--- config.mk ---
export PLATFORM = sky130hd
export DESIGN_NAME = seg_sampler
export DESIGN_NICKNAME = d
export VERILOG_FILES = /design/src/rtl/seg_pkg.sv /design/src/rtl/seg_sync.sv /design/src/rtl/seg_sampler.sv
export SDC_FILE = /design/constraint.sdc
export NUM_CORES = 1
export LEC_CHECK = 0
export CORE_MARGIN = 4
export CORE_UTILIZATION = 58
export CTS_BUF_LIST = sky130_fd_sc_hd__clkbuf_8
export DETAILED_ROUTE_END_ITERATION = 10
export GPL_ROUTABILITY_DRIVEN = 0
export PLACE_DENSITY_LB_ADDON = 0.15
export SYNTH_ARGS = -nofsm -noshare
export SYNTH_HDL_FRONTEND = slang
export SYNTH_HIERARCHICAL = 1
export SYNTH_SLANG_ARGS = --single-unit
--- constraint.sdc ---
create_clock -name clk -period 2.63 [get_ports clk]
set_clock_uncertainty 0.1 [all_clocks]
set_input_delay 0.526 -clock clk [delete_from_list [all_inputs] [get_ports clk]]
set_output_delay 0.526 -clock clk [all_outputs]
set_load 0.05 [all_outputs]
--- src/rtl/seg_pkg.sv ---
// Shared definitions for the seven-segment sampler: code table, lookup helper
// and FSM state encoding.
package seg_pkg;

    localparam int SEG_W = 7;

    // Digit index -> {a,b,c,d,e,f,g}; the same table drives the seven_seg encoder.
    localparam logic [SEG_W-1:0] SEG_CODE [16] = '{
        7'h7E, 7'h30, 7'h6D, 7'h79, 7'h33, 7'h5B, 7'h5F, 7'h70,
        7'h7F, 7'h7B, 7'h77, 7'h1F, 7'h4E, 7'h3D, 7'h4F, 7'h47
    };

    typedef struct packed {
        logic       hit;
        logic       blank;
        logic [3:0] digit;
    } seg_dec_t;

    typedef enum logic [1:0] {
        ST_IDLE,
        ST_SETTLE,
        ST_EMIT,
        ST_WAIT_CHG
    } seg_state_e;

    function automatic seg_dec_t seg_lookup(input logic [SEG_W-1:0] pattern);
        seg_dec_t res;
        res       = '0;
        res.blank = (pattern == '0);
        for (int i = 0; i < 16; i++) begin
            if (pattern == SEG_CODE[i]) begin
                res.hit   = 1'b1;
                res.digit = 4'(i);
            end
        end
        return res;
    endfunction

endpackage

--- src/rtl/seg_sync.sv ---
// Two-flop synchronizer for a bus that is asynchronous to clk.
module seg_sync #(
    parameter int W = 7
) (
    input  logic         clk,
    input  logic         rst_n,
    input  logic [W-1:0] d_in,
    output logic [W-1:0] q_out
);

    logic [W-1:0] s1_q;
    logic [W-1:0] s2_q;

    // NOTE: sequential state uses non-blocking assignments so every flop
    // samples the pre-edge value of its neighbours.
    always_ff @(posedge clk or negedge rst_n) begin
        if (!rst_n) begin
            s1_q <= '0;
            s2_q <= '0;
        end else begin
            s1_q <= d_in;
            s2_q <= s1_q;
        end
    end

    assign q_out = s2_q;

endmodule

--- src/rtl/seg_sampler.sv ---
// Samples a seven-segment bus, waits for a stable pattern, decodes it to a hex
// digit and delivers each result once over valid/ready.
module seg_sampler
    import seg_pkg::*;
#(
    parameter int STABLE_CYCLES = 4,
    parameter int CNT_W         = 8
) (
    input  logic             clk,
    input  logic             rst_n,
    input  logic             en,
    input  logic [SEG_W-1:0] seg_in,
    input  logic             ready_in,
    output logic             valid_out,
    output logic [3:0]       digit_out,
    output logic             blank_out,
    output logic             err_pulse,
    output logic [CNT_W-1:0] err_count,
    output logic             busy
);

    localparam logic [7:0] STAB_LAST = 8'(STABLE_CYCLES - 1);

    logic [SEG_W-1:0] s2;
    seg_dec_t         dec;

    seg_state_e       state_q, state_d;
    logic [SEG_W-1:0] prev_q, prev_d;
    logic [7:0]       stab_q, stab_d;
    logic             valid_q, valid_d;
    logic [3:0]       digit_q, digit_d;
    logic             blank_q, blank_d;
    logic             err_pulse_q, err_pulse_d;
    logic [CNT_W-1:0] err_count_q, err_count_d;
    logic             busy_q, busy_d;

    seg_sync #(.W(SEG_W)) u_sync (
        .clk   (clk),
        .rst_n (rst_n),
        .d_in  (seg_in),
        .q_out (s2)
    );

    always_comb begin
        // NOTE: every combinational output gets a default first so no path
        // through the case leaves one unassigned (which would infer a latch).
        dec         = seg_lookup(s2);
        state_d     = state_q;
        prev_d      = prev_q;
        stab_d      = stab_q;
        valid_d     = valid_q;
        digit_d     = digit_q;
        blank_d     = blank_q;
        err_pulse_d = 1'b0;
        err_count_d = err_count_q;

        case (state_q)
            ST_IDLE: begin
                prev_d = '0;
                stab_d = '0;
                if (en) state_d = ST_SETTLE;
            end
            ST_SETTLE: begin
                if (!en) begin
                    state_d = ST_IDLE;
                    prev_d  = '0;
                    stab_d  = '0;
                end else begin
                    prev_d = s2;
                    if (s2 != prev_q) begin
                        stab_d = '0;
                    end else if (stab_q != STAB_LAST) begin
                        stab_d = stab_q + 8'd1;
                    end else begin
                        stab_d = '0;
                        if (dec.hit || dec.blank) begin
                            digit_d = dec.hit ? dec.digit : 4'd0;
                            blank_d = !dec.hit;
                            valid_d = 1'b1;
                            state_d = ST_EMIT;
                        end else begin
                            err_pulse_d = 1'b1;
                            if (!(&err_count_q)) err_count_d = err_count_q + CNT_W'(1);
                            state_d = ST_WAIT_CHG;
                        end
                    end
                end
            end
            ST_EMIT: begin
                // prev_q keeps the emitted pattern so WAIT_CHG compares against it.
                if (ready_in) begin
                    valid_d = 1'b0;
                    if (en) begin
                        state_d = ST_WAIT_CHG;
                    end else begin
                        state_d = ST_IDLE;
                        prev_d  = '0;
                        stab_d  = '0;
                    end
                end
            end
            ST_WAIT_CHG: begin
                if (!en) begin
                    state_d = ST_IDLE;
                    prev_d  = '0;
                    stab_d  = '0;
                end else if (s2 != prev_q) begin
                    state_d = ST_SETTLE;
                    prev_d  = s2;
                    stab_d  = '0;
                end
            end
            default: begin
                state_d = ST_IDLE;
                prev_d  = '0;
                stab_d  = '0;
                valid_d = 1'b0;
            end
        endcase

        busy_d = (state_d != ST_IDLE);
    end

    always_ff @(posedge clk or negedge rst_n) begin
        if (!rst_n) begin
            state_q     <= ST_IDLE;
            prev_q      <= '0;
            stab_q      <= '0;
            valid_q     <= 1'b0;
            digit_q     <= '0;
            blank_q     <= 1'b0;
            err_pulse_q <= 1'b0;
            err_count_q <= '0;
            busy_q      <= 1'b0;
        end else begin
            state_q     <= state_d;
            prev_q      <= prev_d;
            stab_q      <= stab_d;
            valid_q     <= valid_d;
            digit_q     <= digit_d;
            blank_q     <= blank_d;
            err_pulse_q <= err_pulse_d;
            err_count_q <= err_count_d;
            busy_q      <= busy_d;
        end
    end

    assign valid_out = valid_q;
    assign digit_out = digit_q;
    assign blank_out = blank_q;
    assign err_pulse = err_pulse_q;
    assign err_count = err_count_q;
    assign busy      = busy_q;

endmodule
## Yosys cells after proc, flatten, opt, wreduce, memory -nomap -nowiden

Index checks and enable logic that the tools add are counted.

| cells by class | value |
|---|---|
| add/subtract/negate cells | 2 |
| equal/unequal tests | 28 |
| mux-type cells | 67 |
| bitwise logic cells | 4 |
| reduce and logical (&&, ||, !) cells | 11 |

Operator list:

| cell | number |
|---|---|
| equality test 7 bit (second input constant) | 12 |
| two-way mux 4 bit | 15 |
| two-way mux 8 bit | 7 |
| two-way mux 7 bit | 5 |
| one-hot mux 8 bit (4 select lines) | 1 |
| two-way mux 1 bit | 28 |
| one-hot mux 7 bit (4 select lines) | 1 |
| equality test 7 x 6 -> 1 bit (second input constant) | 3 |
| adder 8 x 1 -> 8 bit (second input constant) | 2 |
| two-way mux 2 bit | 8 |
| inequality test 2 bit (second input constant) | 6 |
| AND reduction 6 bit | 2 |
| inequality test 8 x 2 -> 1 bit (second input constant) | 1 |
| one-hot mux 2 bit (4 select lines) | 1 |
| AND reduction 8 bit | 1 |
| equality test 7 x 5 -> 1 bit (second input constant) | 1 |
| zero test 7 bit | 1 |
| inequality test 7 bit | 1 |
| AND reduction 5 bit | 1 |
| equality test 2 bit (second input constant) | 2 |
| inverter 1 bit | 4 |
| nonzero test 2 bit | 2 |
| inequality test 3 bit (second input constant) | 1 |
| AND reduction 3 bit | 1 |
| 5 further kinds | 5 |

| word-level totals | value |
|---|---|
| register bits after elaboration | 47 |
| input bits | 11 |
| output and inout bits | 16 |

## Depth between registers and ports, before layout

Gate-level depths: netlist of run 1.

| logic depth | value |
|---|---|
| depth after elaboration | 24 |
| depth in mapped cells | 8 |
| mapped depth without buffers | 6 |

## Modules after synthesis

The synthesis of run 1 kept the hierarchy.

Modules (own cells, without submodules):

| module | times used | cells an instance | area each (µm²) | sequential area each (µm²) |
|---|---|---|---|---|
| seg_sampler | 1 | 207 | 1959.4 | 825.8 |
| seg_sync | 1 | 14 | 350.3 | 350.3 |

## Worst setup path before layout of run 1

OpenSTA, ideal clock, no wires.

| path | value |
|---|---|
| kind | register to register |
| start | register u_sync.s2_q[3] (netlist: u_sync/q_out[3]) |
| end | register err_count_q[1] (netlist: err_count[1]) |
| setup time | 127 ps |
| arrival | 2039 ps |
| setup slack | 364 ps |
| stages on the path, launching flop included | 8 |
| clock period less this slack | 2266 ps |
| cell sequence | dfrtp_1 > buf_2 > nand4b_1 > o22ai_2 > or4_1 > nor3_4 > and2_4 > mux2_1 |

| between the ends | value |
|---|---|
| cells in the longest elaborated chain, start to end | 20 |
| elaborated cells on any way between the ends | 38 |

RTL lines:

| what | RTL line | text |
|---|---|---|
| from (decl) | seg_sync.sv:12 | `logic [W-1:0] s2_q;` |
| from (signal assigned) | seg_sync.sv:22 | `s2_q <= s1_q;` |
| equality test 7 bit | seg_pkg.sv:31 | `if (pattern == SEG_CODE[i]) begin` |
| two-way mux 1 bit (16 in a row) | seg_pkg.sv:31 |  |
| logical OR 1 bit | seg_sampler.sv:76 | `if (dec.hit \|\| dec.blank) begin` |
| inverter 1 bit (no source line) | -- |  |
| AND reduction 6 bit (no source line) (*) | -- |  |
| to (signal assigned) | seg_sampler.sv:143 | `err_count_q <= err_count_d;` |
| to (decl) | seg_sampler.sv:34 | `logic [CNT_W-1:0] err_count_q, err_count_d;` |

Every way passes the cells marked *; elsewhere a longest branch is shown, timed or not.
A chain may end at the register's enable or synchronous reset.

## Worst setup path after layout of run 1

| path | value |
|---|---|
| start | register u_sync.s2_q[6] (netlist: u_sync/q_out[6]) |
| end | register err_count_q[1] (netlist: err_count[1]) |

Same word-level chain as after synthesis.

==> results of run 1 <==
==> routing by layer <==
metal | up-vias | GRT usage | share of wire
met4 | 0 | 0.0752 | 0.016
met1 | 816 | 0.273 | 0.45
met3 | 11 | 0.0639 | 0.042
met5 | - | 0 | 0
met2 | 51 | 0.327 | 0.49
li1 | 859 | - | -
==> cell usage in the layout, fill, tap and decap left out, types with 3 or more instances in the layout <==
cell type / instances
nand3_1: 7
clkdlybuf4s50_1: 25
o31ai_1: 3
a21oi_1: 7
clkbuf_8: 5
xor2_1: 9
dfrtp_2: 4
nor2_1: 12
xnor2_1: 7
and3_1: 6
nand2_1: 27
nor2b_1: 3
dfrtp_1: 43
buf_4: 14
nand4_1: 5
o21ai_0: 12
and2_1: 4
inv_1: 5
o21ai_1: 10
==> state kept, by name (all words and copies together) (netlist names) <==
name and flops:
u_sync/s1_q 7, prev_q 7, err_pulse 1, blank_out 1
stab_q 8, u_sync/q_out 7, valid_out 1, state_q 2
digit_out 4, err_count 8, busy 1
==> worst max path at each step <==
stage                              end       startpoint  slack [ns]
after floorplan           err_count[1]  u_sync/q_out[3]        0.36
after global placement    err_count[1]  u_sync/q_out[2]        0.11
after detailed placement  err_count[1]  u_sync/q_out[2]        0.02
after CTS                 err_count[1]  u_sync/q_out[6]        0.07
after global routing      err_count[1]  u_sync/q_out[6]      -0.003
final                     err_count[1]  u_sync/q_out[6]        0.08
==> cell families (layout without fill, tap and decap cells) <==
family / Yosys count / count (layout)
and+or+nand+nor: 91 / 91
DFF: 47 / 47
AOI/OAI and AO/OA: 47 / 47
buffers and inverters: 15 / 52
xor gates and xnor gates: 16 / 16
adders and majority gates: 2 / 2
muxes: 3 / 3
==> per-stage QoR <==
| step | hold slack [ns] | instance area [µm²] | power [W] | setup TNS (ns) |
|---|---|---|---|---|
| finish | 0.122 | 2810 | 0.00147 | 0 |
| global route | 0.146 | 2810 | 0.00154 | -0.00328 |
| CTS | 0.133 | 2790 | 0.00148 | 0 |
| detailed placement | 0.236 | 2660 | 0.000880 | 0 |
| global placement | 0.233 | 2660 | 0.000877 | 0 |
| floorplan | 0.130 | 2310 | 0.000831 | 0 |
==> where the power goes <==
part,switching [W],internal (W)
logic,0.0000581,0.0000482
registers,0.0000241,0.000739
clock network,0.000226,0.000376
total,0.000309,0.00116
==> repair_timing <==
| action | in CTS | in global routing |
|---|---|---|
| pin swaps | 0 | 1 |
| gates resized for setup | 1 | 4 |
| buffers inserted | 0 | 1 |
| hold buffers | 0 | 0 |
| setup endpoints to repair | 1 | 2 |
==> final cells by class <==
class	count	area share
clock buffers	5	0.0245
clock inverters	3	0.0227
inverters	4	0.00535
repair buffers	40	0.128
flip-flops and latches	47	0.421
well taps	48	0.0214
multi-input cells	159	0.377
==> impl_metrics.tcl, run 1 <==
set metrics [dict create \
    power.density_mw_per_mm2 524 \
    synth_seq_area_share 0.509 \
    htree_levels 2 \
    gr-total-overflow 0 \
    cap_violations 0 \
    num_vias 1737 \
    fillerInstances 280 \
    final_hold_viol_count 0 \
    cp_slowest_cell "or4_4" \
    layout.cells.non_filler 306 \
    finish.utilization 0.750 \
    clk_pin_slew_ns 0.09 \
    die_area_mm2 0.00506 \
    seqCellArea_mm2 0.00118 \
    final_layout_size_suffix_gt1_frac 0.147 \
    grt_pass1_vias 1726 \
    areaGrowthSynthToFinish_pct 21.5 \
    clkSinkCount 47 \
    yosysMostFrequentCell "dfrtp_1" \
    yosys_warnings 6 \
    initial_core_util 0.617 \
    yosysTopAreaCell "dfrtp_1" \
    ys_top_cells_by_area "dfrtp_1 (51%), nand2_1 (4.4%), xor2_1 (3.4%), xnor2_1 (2.7%), o21ai_0 (2.6%)" \
    ff2ff_setup_slack_ns 0.08 \
    setup_viol 0 \
    path_buf_inv 1 \
    r2r_cells 7 \
    end_kind "register" \
    avgRoutedWirePerCell_um 15.7 \
    ios 27 \
    synth_fa_ha_area_frac 0.0108 \
    fp.coreArea_mm2 0.00374 \
    r2r-end "err_count[1]" \
    synth_compound_area_frac 0.137 \
    worstMarginPinSlew_ns 0.568 \
    crit_cells 7 \
    tritoncts "yes" \
    syn_inst 221 \
    crit_family "simple AND/OR/NAND/NOR gates" \
    crit_arrival_ns 2.63 \
    slew_viol_final 0 \
    hold_class "input pin to asynchronous set/reset pin" \
    antenna_found_initial 0 \
    required_ns 2.71 \
    relSlewSlack 0.611 \
    ant_nets 0 \
    first_iter_violations 152 \
    port_buffers 26 \
    rows 22 \
    ys_types 55 \
    max-vdd-ir-drop_uv 377 \
    synth_top_family_by_area "simple AND/OR/NAND/NOR gates" \
    grt_max_degree 27 \
    min_period_ns 2.55 \
    final.period_utilization 0.970 \
    setup_ws_ns 0.0782 \
    syn_nets 234 \
    root_buffer "clkbuf_8" \
    cp_slowest_stage_delay_ns 0.59 \
    drtPass1Iterations 4 \
    viasPerCell 5.68 \
    synth-simple-area-share 0.234 \
    avgSynthCellArea_um2 10.5 \
    layout.nets 270 \
    synth_common_cells "dfrtp_1 (47), nand2_1 (27), nor2_1 (12), o21ai_0 (12), o21ai_1 (10)" \
    clk_path_buf_depth 2 \
    crit_type "register to register" \
    clk_latency_ns 0.30 \
    place_inst 297 \
    path_cells "buf_4, nand3b_1, a211oi_1, or4_4, nor3_4, and2_4, mux2_1" \
    reg2reg_from "u_sync/q_out[6]" \
    synth_edf_count 0 \
    track_usage 0.208 \
    status "completed" \
    die_h_um 71.1 \
    worstSetupStartpointType "register" \
    dp_hpwl_mm 3.50 \
    synth_top_area_frac 0.509 \
    grt_pass1_wl_mm 8.29 \
    numCtsBuffers 5 \
    synth_xor_area_frac 0.0607 \
    ys_ff_latch 47 \
    finalWirelength_mm 4.81 \
    multi_input_area_mm2 0.00106 \
    drc 0 \
    dpl_worst_slack_ns 0.0235 \
    p_leak_nw 1.22 \
    synth-main-ff-cell "dfrtp_1" \
    netlist_area_mm2 0.00231 \
    antennaDiodeCount 0 \
    async_flop_share 1.00 \
    muxShareOfSynthArea 0.0141 \
    cp_max_fo 11 \
    timing.fmax_mhz 392 \
    die_width_um 71.1 \
]
Power figures use the tool's default switching activity.
==> inputs of run 2 (changes only) <==
CORE_UTILIZATION = 52   (was 58)
TNS_END_PERCENT = 30   (was unset)
clock period = 2.15 ns   (was 2.63 ns; I/O delays follow)
==> impl_metrics.tcl, run 2 (same netlist as run 1, synthesis figures left out) <==
set metrics [dict create \
    status "complete, but fails checks" \
    violations "negative setup slack" \
    rsz0062_at_grt "yes" \
    track_usage 0.205 \
    num_vias 1930 \
    cp_max_fo 4 \
    ant_nets 0 \
    crit_arrival_ns 2.32 \
    final_hold_viol_count 0 \
    setup_viol 14 \
    crit_type "register to register" \
    antennaDiodeCount 0 \
    required_ns 2.22 \
    clk_pin_slew_ns 0.08 \
    port_buffers 26 \
    final_cell_mix "buf_4 (45), dfrtp_1 (41), nand2_1 (25), clkdlybuf4s50_1 (25), buf_6 (14)" \
    finish.utilization 0.784 \
    gr-total-overflow 0 \
    worstSetupStartpointType "register" \
    dp_hpwl_mm 3.69 \
    grt_pass1_vias 1910 \
    die_h_um 74.6 \
    rows 23 \
    power.density_mw_per_mm2 494 \
    grt_max_degree 31 \
    die_area_mm2 0.00557 \
    clk_latency_ns 0.29 \
    final_common_cell "buf_4" \
    first_iter_violations 166 \
    die_width_um 74.6 \
    root_buffer "clkbuf_8" \
    fp.coreArea_mm2 0.00414 \
    drtPass1Iterations 4 \
    htree_levels 2 \
    worstMarginPinSlew_ns 0.656 \
    grt_pass1_wl_mm 8.71 \
    cap_violations 0 \
    drc 0 \
    min_period_ns 2.24 \
    clkSinkCount 47 \
    ios 27 \
    clk_path_buf_depth 2 \
    areaGrowthSynthToFinish_pct 40.6 \
    antenna_found_initial 0 \
    slew_viol_final 0 \
    initial_core_util 0.557 \
    numCtsBuffers 5 \
    finalWirelength_mm 5.63 \
    hold_class "input pin to asynchronous set/reset pin" \
    layout.nets 315 \
    final.period_utilization 1.04 \
    end_kind "register" \
    setup_ws_ns -0.0939 \
    tritoncts "yes" \
    relSlewSlack 0.563 \
    setup_tns_ns -0.658 \
    timing.fmax_mhz 446 \
    final_layout_size_suffix_gt1_frac 0.322 \
    avgRoutedWirePerCell_um 16.0 \
    p_leak_nw 1.46 \
    max-vdd-ir-drop_uv 456 \
    viasPerCell 5.50 \
]
## run 2: cell count changes in the layout (fill, tap and decap cells not counted), sizes merged
cell    previous run  this run
bufinv             2         0
buf               15        60
## run 2: path summary, 6_finish.rpt
check                                      from         endpoint  slack (ns)  depth (start not counted)
worst max-delay path            u_sync/q_out[2]     err_count[1]       -0.09                          7
worst min-delay path                      rst_n        stab_q[0]        0.06                          1
worst min register to register   u_sync/s1_q[6]  u_sync/q_out[6]        0.25                          0
max in group asynchronous                 rst_n  u_sync/q_out[0]        1.21                          2
min in group clk                 u_sync/s1_q[6]  u_sync/q_out[6]        0.25                          0
worst max register to register  u_sync/q_out[2]     err_count[1]       -0.09                          7
## run 2: final cells by class
type	instances	area [µm²]
Clock buffer	5	68.8
Clock inverter	1	3.75
Fill cell	267	896
Inverter	4	15.0
Multi-Input combinational cell	159	1160
Sequential cell	47	1180
Tap cell	50	62.6
Timing Repair Buffer	85	751
## run 2: worst max-delay path, stage by stage, from the launching register on
cell	delay (ns)
dfrtp_1	0.44
buf_6	0.15
and3_1	0.17
a32o_1	0.21
a211o_1	0.32
nor3_4	0.26
and2_4	0.19
mux2_4	0.29
## run 2: metal layers
| metal | track usage | wire length (µm) | up-vias |
|---|---|---|---|
| li1 | - | - | 949 |
| met1 | 0.275 | 2560 | 940 |
| met2 | 0.332 | 2860 | 33 |
| met3 | 0.0454 | 137 | 8 |
| met4 | 0.0711 | 61 | 0 |
| met5 | 0 | 0 | - |
## run 2: repair_timing
item / in CTS / in global routing
pin swaps: 0 / 10
setup endpoints to repair: 25 / 30
setup buffers: 7 / 4
hold buffers: 0 / 0
resized for setup: 9 / 34
gates cloned: 0 / 2
## run 2: power by group
part / internal [W] / switching, W
logic: 0.000105 / 0.0000989
registers: 0.000905 / 0.0000241
clock network: 0.000212 / 0.000261
total: 0.00122 / 0.000384
## run 2: stage by stage
step           power, W  instance area, µm²  setup slack, ns  cells  hold WS [ns]
2_1_floorplan   0.00102                2330           -0.110    221        0.0344
3_3_place_gp    0.00110                2920           -0.107    333         0.231
3_5_place_dp    0.00111                2920           -0.130    333         0.235
4_1_cts         0.00159                3060          -0.0815    346        0.0723
5_1_grt         0.00168                3250           -0.146    351        0.0940
6_report        0.00161                3250          -0.0939    351        0.0579
